`config.mk`:
```
export PLATFORM = sky130hd
export DESIGN_NAME = config_frame_writer
export DESIGN_NICKNAME = d
export VERILOG_FILES = /design/src/rtl/config_pkg.sv /design/src/rtl/config_gap_counter.sv /design/src/rtl/config_frame_writer.sv
export SDC_FILE = /design/constraint.sdc
export NUM_CORES = 1
export LEC_CHECK = 0
export CORE_AREA = 2 2 43 45
export DETAILED_ROUTE_END_ITERATION = 6
export DIE_AREA = 0 0 45 47
export PLACE_DENSITY_LB_ADDON = 0.25
export SLEW_MARGIN = 20
export SYNTH_ARGS = -nofsm -noshare
export SYNTH_HDL_FRONTEND = slang
export SYNTH_HIERARCHICAL = 1
export SYNTH_SLANG_ARGS = --single-unit
```
`constraint.sdc`:
```
create_clock -name clk -period 2.3 [get_ports clk]
set_clock_uncertainty 0.2 [all_clocks]
set_input_delay 0.46 -clock clk [delete_from_list [all_inputs] [get_ports clk]]
set_output_delay 0.46 -clock clk [all_outputs]
set_load 0.005 [all_outputs]
```
`src/rtl/config_pkg.sv`:
```
// rtl/config_pkg.sv - shared types and helpers for the configuration frame writer
package config_pkg;

    typedef enum logic [2:0] {
        IDLE,
        ACCEPT,
        WRITE,
        GAP,
        DONE
    } state_t;

    localparam int CFG_ADDR_WIDTH_DEFAULT = 5;

    // Bits needed to hold values 0..value-1; returns 0 for value <= 1.
    function automatic int clog2(input int value);
        int result;
        int remaining;
        result    = 0;
        remaining = value - 1;
        while (remaining > 0) begin
            result    = result + 1;
            remaining = remaining >> 1;
        end
        return result;
    endfunction

endpackage

```
`src/rtl/config_gap_counter.sv`:
```
// rtl/config_gap_counter.sv - loadable down-counter with zero flag for inter-write idle cycles
module config_gap_counter #(
    parameter int WIDTH = 4
) (
    input  logic             clk,
    input  logic             reset,
    input  logic             i_load,
    input  logic [WIDTH-1:0] i_load_value,
    input  logic             i_dec,
    output logic             o_zero
);

    logic [WIDTH-1:0] r_count;

    always_ff @(posedge clk) begin
        if (reset) begin
            r_count <= '0;
        end else if (i_load) begin
            r_count <= i_load_value;
        end else if (i_dec && (r_count != '0)) begin
            r_count <= r_count - WIDTH'(1);
        end
    end

    assign o_zero = (r_count == '0);

endmodule

```
`src/rtl/config_frame_writer.sv`:
```
// rtl/config_frame_writer.sv - turns a serial bitstream into addressed single-cycle tile write strobes
module config_frame_writer
    import config_pkg::*;
#(
    parameter int ADDR_WIDTH = CFG_ADDR_WIDTH_DEFAULT,
    parameter int NUM_BITS   = 32,
    parameter int WRITE_GAP  = 0
) (
    input  logic                  clk,
    input  logic                  reset,
    input  logic                  start,
    input  logic                  bs_valid,
    input  logic                  bs_data,
    output logic                  bs_ready,
    output logic                  enable,
    output logic [0:ADDR_WIDTH-1] address,
    output logic                  data_in,
    output logic                  busy,
    output logic                  done
);

    // One spare counter bit so a full 2**ADDR_WIDTH frame can never wrap.
    localparam int                CNT_W    = ADDR_WIDTH + 1;
    localparam int                GAP_W    = (WRITE_GAP > 1) ? clog2(WRITE_GAP) : 1;
    localparam logic [CNT_W-1:0]  LAST_BIT = CNT_W'(NUM_BITS - 1);

    state_t                r_state;
    state_t                w_next_state;
    logic [CNT_W-1:0]      r_count;
    logic                  r_bs_ready;
    logic                  r_enable;
    logic [0:ADDR_WIDTH-1] r_address;
    logic                  r_data_in;
    logic                  r_busy;
    logic                  r_done;
    logic                  w_handshake;
    logic                  w_last;
    logic                  w_gap_zero;

    assign w_handshake = r_bs_ready && bs_valid;
    assign w_last      = (r_count == LAST_BIT);

    generate
        if (WRITE_GAP > 0) begin : g_gap
            logic w_gap_load;
            logic w_gap_dec;

            // Loaded with WRITE_GAP-1 so GAP lasts exactly WRITE_GAP cycles.
            assign w_gap_load = (r_state == WRITE) && !w_last;
            assign w_gap_dec  = (r_state == GAP);

            config_gap_counter #(
                .WIDTH (GAP_W)
            ) u_gap_counter (
                .clk          (clk),
                .reset        (reset),
                .i_load       (w_gap_load),
                .i_load_value (GAP_W'(WRITE_GAP - 1)),
                .i_dec        (w_gap_dec),
                .o_zero       (w_gap_zero)
            );
        end else begin : g_no_gap
            assign w_gap_zero = 1'b1;
        end
    endgenerate

    always_comb begin
        w_next_state = r_state;
        case (r_state)
            IDLE: begin
                if (start) begin
                    w_next_state = ACCEPT;
                end
            end
            ACCEPT: begin
                if (w_handshake) begin
                    w_next_state = WRITE;
                end
            end
            WRITE: begin
                if (w_last) begin
                    w_next_state = DONE;
                end else if (WRITE_GAP > 0) begin
                    w_next_state = GAP;
                end else begin
                    w_next_state = ACCEPT;
                end
            end
            GAP: begin
                if (w_gap_zero) begin
                    w_next_state = ACCEPT;
                end
            end
            DONE: begin
                w_next_state = IDLE;
            end
            default: begin
                w_next_state = IDLE;
            end
        endcase
    end

    // Outputs are registered from the next state so they line up with r_state.
    always_ff @(posedge clk) begin
        if (reset) begin
            r_state    <= IDLE;
            r_count    <= '0;
            r_bs_ready <= 1'b0;
            r_enable   <= 1'b0;
            r_address  <= '0;
            r_data_in  <= 1'b0;
            r_busy     <= 1'b0;
            r_done     <= 1'b0;
        end else begin
            r_state    <= w_next_state;
            r_bs_ready <= (w_next_state == ACCEPT);
            r_enable   <= (w_next_state == WRITE);
            r_busy     <= (w_next_state == ACCEPT) || (w_next_state == WRITE) ||
                          (w_next_state == GAP);
            r_done     <= (w_next_state == DONE);

            if ((r_state == ACCEPT) && w_handshake) begin
                r_address <= r_count[ADDR_WIDTH-1:0];
                r_data_in <= bs_data;
            end

            if ((r_state == IDLE) && start) begin
                r_count <= '0;
            end else if ((r_state == WRITE) && !w_last) begin
                r_count <= r_count + CNT_W'(1);
            end
        end
    end

    assign bs_ready = r_bs_ready;
    assign enable   = r_enable;
    assign address  = r_address;
    assign data_in  = r_data_in;
    assign busy     = r_busy;
    assign done     = r_done;

endmodule

```
==> results of run 1 <==
==> metrics by stage <==
stage / worst slack (ns) / hold slack, ns / total power [mW] / std cells / util (%)
after floorplan: 0.6121 / 0.2684 / 0.3677 / 72 / -
after global placement: 0.2514 / 0.2607 / 0.3909 / 104 / 54.85
after detailed placement: 0.2115 / 0.2656 / 0.3918 / 104 / 54.85
after CTS: 0.4514 / 0.2937 / 0.5579 / 108 / 56.44
after global routing: 0.4156 / 0.3075 / 0.5799 / 108 / 56.44
final: 0.4662 / 0.2831 / 0.5483 / 108 / 56.44
==> final cells by class <==
| cell class | instances | area share (%) |
|---|---|---|
| flip-flops and latches | 19 | 40.81 |
| repair buffers | 17 | 17.45 |
| well taps | 17 | 2.282 |
| multi-input cells | 50 | 36.24 |
| clock buffers | 4 | 2.819 |
| inverters | 1 | 0.4027 |
==> flip-flops by register name (all words and copies together) (netlist names) <==
signal,cells
enable,1
bs_ready,1
address,5
r_state,3
busy,1
done,1
data_in,1
r_count,6
==> cell usage after synthesis <==
master / count / area (um2)
nor4b_1: 1 / 8.760
or2_2: 2 / 12.51
nor3b_1: 1 / 7.510
inv_1: 1 / 3.750
ha_1: 1 / 12.51
a21boi_0: 2 / 15.01
nor4bb_1: 1 / 10.01
a31oi_1: 2 / 12.51
clkbuf_1: 1 / 3.750
a22o_1: 6 / 52.55
and3_1: 2 / 12.51
nor3_1: 4 / 20.02
buf_1: 1 / 3.750
or3_1: 1 / 6.260
dfxtp_1: 19 / 380.4
or3_4: 1 / 11.26
nor4_1: 1 / 6.260
nand2b_1: 1 / 6.260
xor2_1: 1 / 8.760
nor2b_1: 1 / 6.260
nor2_1: 7 / 26.28
nand2_1: 3 / 11.26
nor4_2: 1 / 12.51
nand4_1: 1 / 6.260
a31o_1: 1 / 8.760
o21ai_0: 1 / 5.000
or3b_4: 1 / 11.26
nand3_1: 3 / 15.01
o21bai_1: 1 / 7.510
mux2i_1: 1 / 10.01
nand3b_1: 1 / 7.510
o21a_1: 1 / 7.510
==> metal layers <==
metal,routed length [um],part of all wire [%],vias to the layer above
met5,0,0,-
met4,36,2.7,0
met3,74,5.5,4
met2,597,44,12
met1,635,47,253
li1,-,-,307
==> worst paths after layout <==
| check | from | end | cells after the start | slack (ns) |
|---|---|---|---|---|
| hold reg to reg | address[1]$_SDFFE_PP0P_ | address[1]$_SDFFE_PP0P_ | 1 | 0.28 |
| hold / removal | address[1]$_SDFFE_PP0P_ | address[1]$_SDFFE_PP0P_ | 1 | 0.28 |
| setup / recovery | bs_ready$_SDFF_PP0_ | bs_ready | 1 | 0.47 |
| setup reg to reg | r_state[1]$_SDFF_PP0_ | r_count[5]$_SDFFE_PP0P_ | 4 | 0.52 |
==> power breakdown <==
group	internal (mW)	leakage [nW]	switching [mW]
registers	0.335	0.154	0.00577
logic	0.0245	0.172	0.0188
clock network	0.0677	0.0150	0.0965
total	0.427	0.341	0.121
==> kinds of logic (layout without fill, tap and decap cells) <==
logic type / count (synthesis) / after routing / share of synthesized area [%]
compound gates: 14 / 14 / 14.92
xor+xnor: 1 / 1 / 1.201
fa+ha+maj: 1 / 1 / 1.715
buf+inv: 3 / 22 / 1.542
flops: 19 / 19 / 52.14
mux: 1 / 1 / 1.372
simple gates: 33 / 33 / 27.10
==> results.sh, run 1 <==
export IMPL_status="completed"
export IMPL_synth_warnings=6
export IMPL_hp_class="register to register"
export IMPL_ff_latch_area_um2=380.4
export IMPL_powerDensity_nw_per_um2=588.2
export IMPL_grt_start_max_net_pins=11
export IMPL_port_buffers=14
export IMPL_ctsHoldBuffers=0
export IMPL_placed_area_um2=905.9
export IMPL_path_cells="clkdlybuf4s50_1"
export IMPL_drc=0
export IMPL_numCtsBuffers=3
export IMPL_crit_required_ns=1.64
export IMPL_fin_setup_tns_ns=0
export IMPL_synth_cell_types=32
export IMPL_diodes=0
export IMPL_cp_end_kind="output pin"
export IMPL_post_cts_resized=0
export IMPL_slew_violations=0
export IMPL_route_antenna_remaining_nets=0
export IMPL_rsz0062_at_grt="no"
export IMPL_viasPerCell=5.333
export IMPL_gp_congestion=0.8030
export IMPL_final_area_um2=932.1
export IMPL_drive_gt1_share_pct=12.09
export IMPL_totalWireLength_um=1345
export IMPL_die_width_um=45
export IMPL_synthToLayoutAreaGrowth_pct=27.79
export IMPL_crit_path_start_kind="register"
export IMPL_layout_common_cells="19 x dfxtp_1, 14 x clkdlybuf4s50_1, 7 x nor2_1"
export IMPL_grt_ovfl_total=0
export IMPL_cts_htree_levels=1
export IMPL_grt_pass1_wl_um=2366
export IMPL_path_buf_inv=1
export IMPL_synth_area_um2=729.5
export IMPL_antenna_found_initial=0
export IMPL_path_delay_family="buffers and inverters"
export IMPL_p_leak_nw=0.3413
export IMPL_critPathArrivalTime_ns=1.17
export IMPL_dp_hpwl_um=976.6
export IMPL_root_buffer="clkbuf_4"
export IMPL_syn_inst=72
export IMPL_final_common_cell="dfxtp_1"
export IMPL_core_rowCount=15
export IMPL_seq_area_frac_synth_pct=52.14
export IMPL_clk_pin_slew_worst_paths_ns=0.10
export IMPL_nets=98
export IMPL_tritoncts="yes"
export IMPL_slowest_stage="clkdlybuf4s50_1"
export IMPL_drt_iter0_markers=10
export IMPL_max_freq_mhz=545.3
export IMPL_clock_sinks=19
export IMPL_setup_viol_count_final=0
export IMPL_use_met2_pct=23.71
export IMPL_pin_count=15
export IMPL_peakVddDrop_uv=415.0
export IMPL_grt_pass1_vias=526
export IMPL_fp_coreArea_um2=1652
export IMPL_ys_ff_latch=19
export IMPL_synth_avg_cell_area_um2=10.13
export IMPL_clock_path_buffers=2
export IMPL_fill_cells=160
export IMPL_grt_busiest_layer="met2"
export IMPL_multi_input_area_um2=337.8
export IMPL_critPathKind="register to output pin"
export IMPL_hold_viol_final=0
export IMPL_drt_first_pass_iters=4
export IMPL_synth_nets=78
export IMPL_max_slew_margin_pct=73.73
export IMPL_post_route_min_period_ns=1.834
export IMPL_grt_use_met1_pct=20.99
export IMPL_fin_crit_sh_pct=79.73
export IMPL_met3_usage_pct=6.923
export IMPL_start_util_pct=44.17
export IMPL_die_area_um2=2115
export IMPL_postCtsSetupRepairBufs=0
export IMPL_path_max_fanout=3
export IMPL_maxCapViolations=0
export IMPL_grt_use_total_pct=16.48
export IMPL_wire_per_inst_um=12.45
export IMPL_crit_path_max_incr_delay_ns=0.51
export IMPL_die_y_um=47
export IMPL_clk_latency_ns=0.30
export IMPL_dr_total_vias=576
export IMPL_worstMarginPinSlew_ns=0.3888
Note: power is estimated with default switching activity, not from simulation.
==> run 2, diff against run 1 <==
--- a/config.mk
+++ b/config.mk
@@ -5,9 +5,9 @@
 export SDC_FILE = /design/constraint.sdc
 export NUM_CORES = 1
 export LEC_CHECK = 0
-export CORE_AREA = 2 2 43 45
+export CORE_AREA = 2 2 40 52
 export DETAILED_ROUTE_END_ITERATION = 6
-export DIE_AREA = 0 0 45 47
+export DIE_AREA = 0 0 42 54
 export PLACE_DENSITY_LB_ADDON = 0.25
 export SLEW_MARGIN = 20
 export SYNTH_ARGS = -nofsm -noshare
==> constraint.sdc (replaced) <==
create_clock -name clk -period 1.6 [get_ports clk]
set_clock_uncertainty 0.2 [all_clocks]
set_input_delay 0.32 -clock clk [delete_from_list [all_inputs] [get_ports clk]]
set_output_delay 0.32 -clock clk [all_outputs]
set_load 0.005 [all_outputs]
==> run 2 against run 1 <==
Worst setup slack got worse by 0.47 ns. Total power increased by 51%. The run now ends with negative setup slack left. Largest power group unchanged. Die area increased by 7.2%. Non-clock buffer count increased by 16. Combinational power increased by 110%. Via count increased by 13%. Register-to-register slack got worse by 0.52 ns.
==> results.sh, run 2 (synthesis results as in run 1) <==
export IMPL_max_freq_mhz=623.8
export IMPL_p_leak_nw=0.4761
export IMPL_clk_latency_ns=0.30
export IMPL_start_util_pct=39.99
export IMPL_dp_hpwl_um=1127
export IMPL_clock_sinks=19
export IMPL_drive_gt1_share_pct=42.06
export IMPL_wire_per_inst_um=12.06
export IMPL_final_util_pct=60.49
export IMPL_fin_crit_sh_pct=100.2
export IMPL_post_route_min_period_ns=1.603
export IMPL_die_area_um2=2268
export IMPL_status="finished with violations"
export IMPL_layout_common_cells="19 x buf_4, 12 x dfxtp_2, 10 x dlygate4sd2_1"
export IMPL_ctsHoldBuffers=0
export IMPL_grt_pass1_wl_um=2373
export IMPL_placed_area_um2=1001
export IMPL_die_width_um=42
export IMPL_clk_pin_slew_worst_paths_ns=0.11
export IMPL_gp_congestion=0.8076
export IMPL_setup_viol_count_final=1
export IMPL_path_max_fanout=5
export IMPL_drt_iter0_markers=11
export IMPL_cts_htree_levels=1
export IMPL_fin_ws_ns=-0.003085
export IMPL_hold_viol_final=0
export IMPL_critPathArrivalTime_ns=1.61
export IMPL_final_common_cell="buf_4"
export IMPL_totalWireLength_um=1531
export IMPL_crit_required_ns=1.61
export IMPL_die_y_um=54
export IMPL_root_buffer="clkbuf_4"
export IMPL_worst_hold_slack_ns=0.2730
export IMPL_numCtsBuffers=3
export IMPL_viasPerCell=5.142
export IMPL_critPathKind="register to register"
export IMPL_nets=114
export IMPL_p_total_uw=825.7
export IMPL_grt_ovfl_total=0
export IMPL_port_buffers=14
export IMPL_dp_cells=118
export IMPL_pin_count=15
export IMPL_grt_use_total_pct=14.45
export IMPL_drt_first_pass_iters=4
export IMPL_antenna_found_initial=0
export IMPL_grt_pass1_vias=570
export IMPL_max_slew_margin_pct=75.95
export IMPL_tritoncts="yes"
export IMPL_worstMarginPinSlew_ns=0.3591
export IMPL_crit_path_start_kind="register"
export IMPL_clock_path_buffers=2
export IMPL_fill_cells=156
export IMPL_cp_end_kind="register"
export IMPL_grt_start_max_net_pins=12
export IMPL_core_rowCount=18
export IMPL_slew_violations=0
export IMPL_diodes=0
export IMPL_fp_coreArea_um2=1824
export IMPL_ff_latch_area_um2=395.4
export IMPL_final_area_um2=1104
export IMPL_hp_class="register to register"
export IMPL_peakVddDrop_uv=454.3
export IMPL_violations="negative setup slack"
export IMPL_largest_register="r_count"
export IMPL_rsz0062_at_grt="yes"
export IMPL_synthToLayoutAreaGrowth_pct=51.29
export IMPL_dr_total_vias=653
export IMPL_stdcell_count=127
export IMPL_drc=0
export IMPL_route_antenna_remaining_nets=0
export IMPL_powerDensity_nw_per_um2=748.2
export IMPL_multi_input_area_um2=381.6
export IMPL_maxCapViolations=0
export IMPL_largest_reg_flops=6
-- run 2: cell types whose count changed in the layout (fill, tap and decap cells not counted), sizes merged --
cell	before	now
clkdlybuf4s50	14	4
clkinv	0	1
dlygate4sd2	0	10
clkbuf	4	3
buf	3	19
-- run 2: critical path: stages, from the launching register on --
cell,delay [ns]
dfxtp_2,0.35
buf_4,0.14
nor4b_1,0.28
buf_4,0.17
or2_4,0.14
nor4_4,0.04
a31o_1,0.18
-- run 2: worst paths after layout --
kind                                start                       to  slack (ns)  cells past startpoint
setup / recovery    r_state[1]$_SDFF_PP0_  r_count[5]$_SDFFE_PP0P_      -0.003                      6
hold / removal    address[1]$_SDFFE_PP0P_  address[1]$_SDFFE_PP0P_        0.27                      1
setup reg to reg    r_state[1]$_SDFF_PP0_  r_count[5]$_SDFFE_PP0P_      -0.003                      6
hold reg to reg   address[1]$_SDFFE_PP0P_  address[1]$_SDFFE_PP0P_        0.27                      1
-- run 2: per-layer routing --
metal | up-vias | wire [um] | global-route usage (%)
met5 | - | 0 | 0
met4 | 0 | 23 | 8.065
met3 | 4 | 49 | 3.020
met2 | 10 | 797 | 26.82
met1 | 307 | 659 | 15.31
li1 | 332 | - | -
-- run 2: power breakdown --
part / switching, mW / leakage (nW) / internal (mW) / total (mW)
combinational: 0.0381 / 0.299 / 0.0518 / 0.0898
clock: 0.155 / 0.0177 / 0.0934 / 0.249
sequential: 0.00454 / 0.160 / 0.483 / 0.487
total: 0.198 / 0.476 / 0.628 / 0.826
-- run 2: what timing repair did --
item | in CTS | in global routing
pin swaps | 2 | 2
endpoints found under the setup margin | 20 | 7
setup buffers | 3 | 2
resized for setup | 21 | 7
-- run 2: area by class of cell --
class	count	share of cell area (%)
clock buffers	3	2.041
clock inverters	1	0.4535
inverters	1	0.3401
repair buffers	33	24.49
multi-input cells	50	34.58
flip-flops and latches	19	35.83
well taps	20	2.268
-- run 2: stage by stage --
stage	TNS (ns)	setup slack (ns)
detailed placement	-3.657	-0.3418
global route	-0.05260	-0.04819
finish	-0.003085	-0.003085
floorplan	0	0.002833
CTS	-0.0002139	-0.0002139
global placement	-3.358	-0.3095
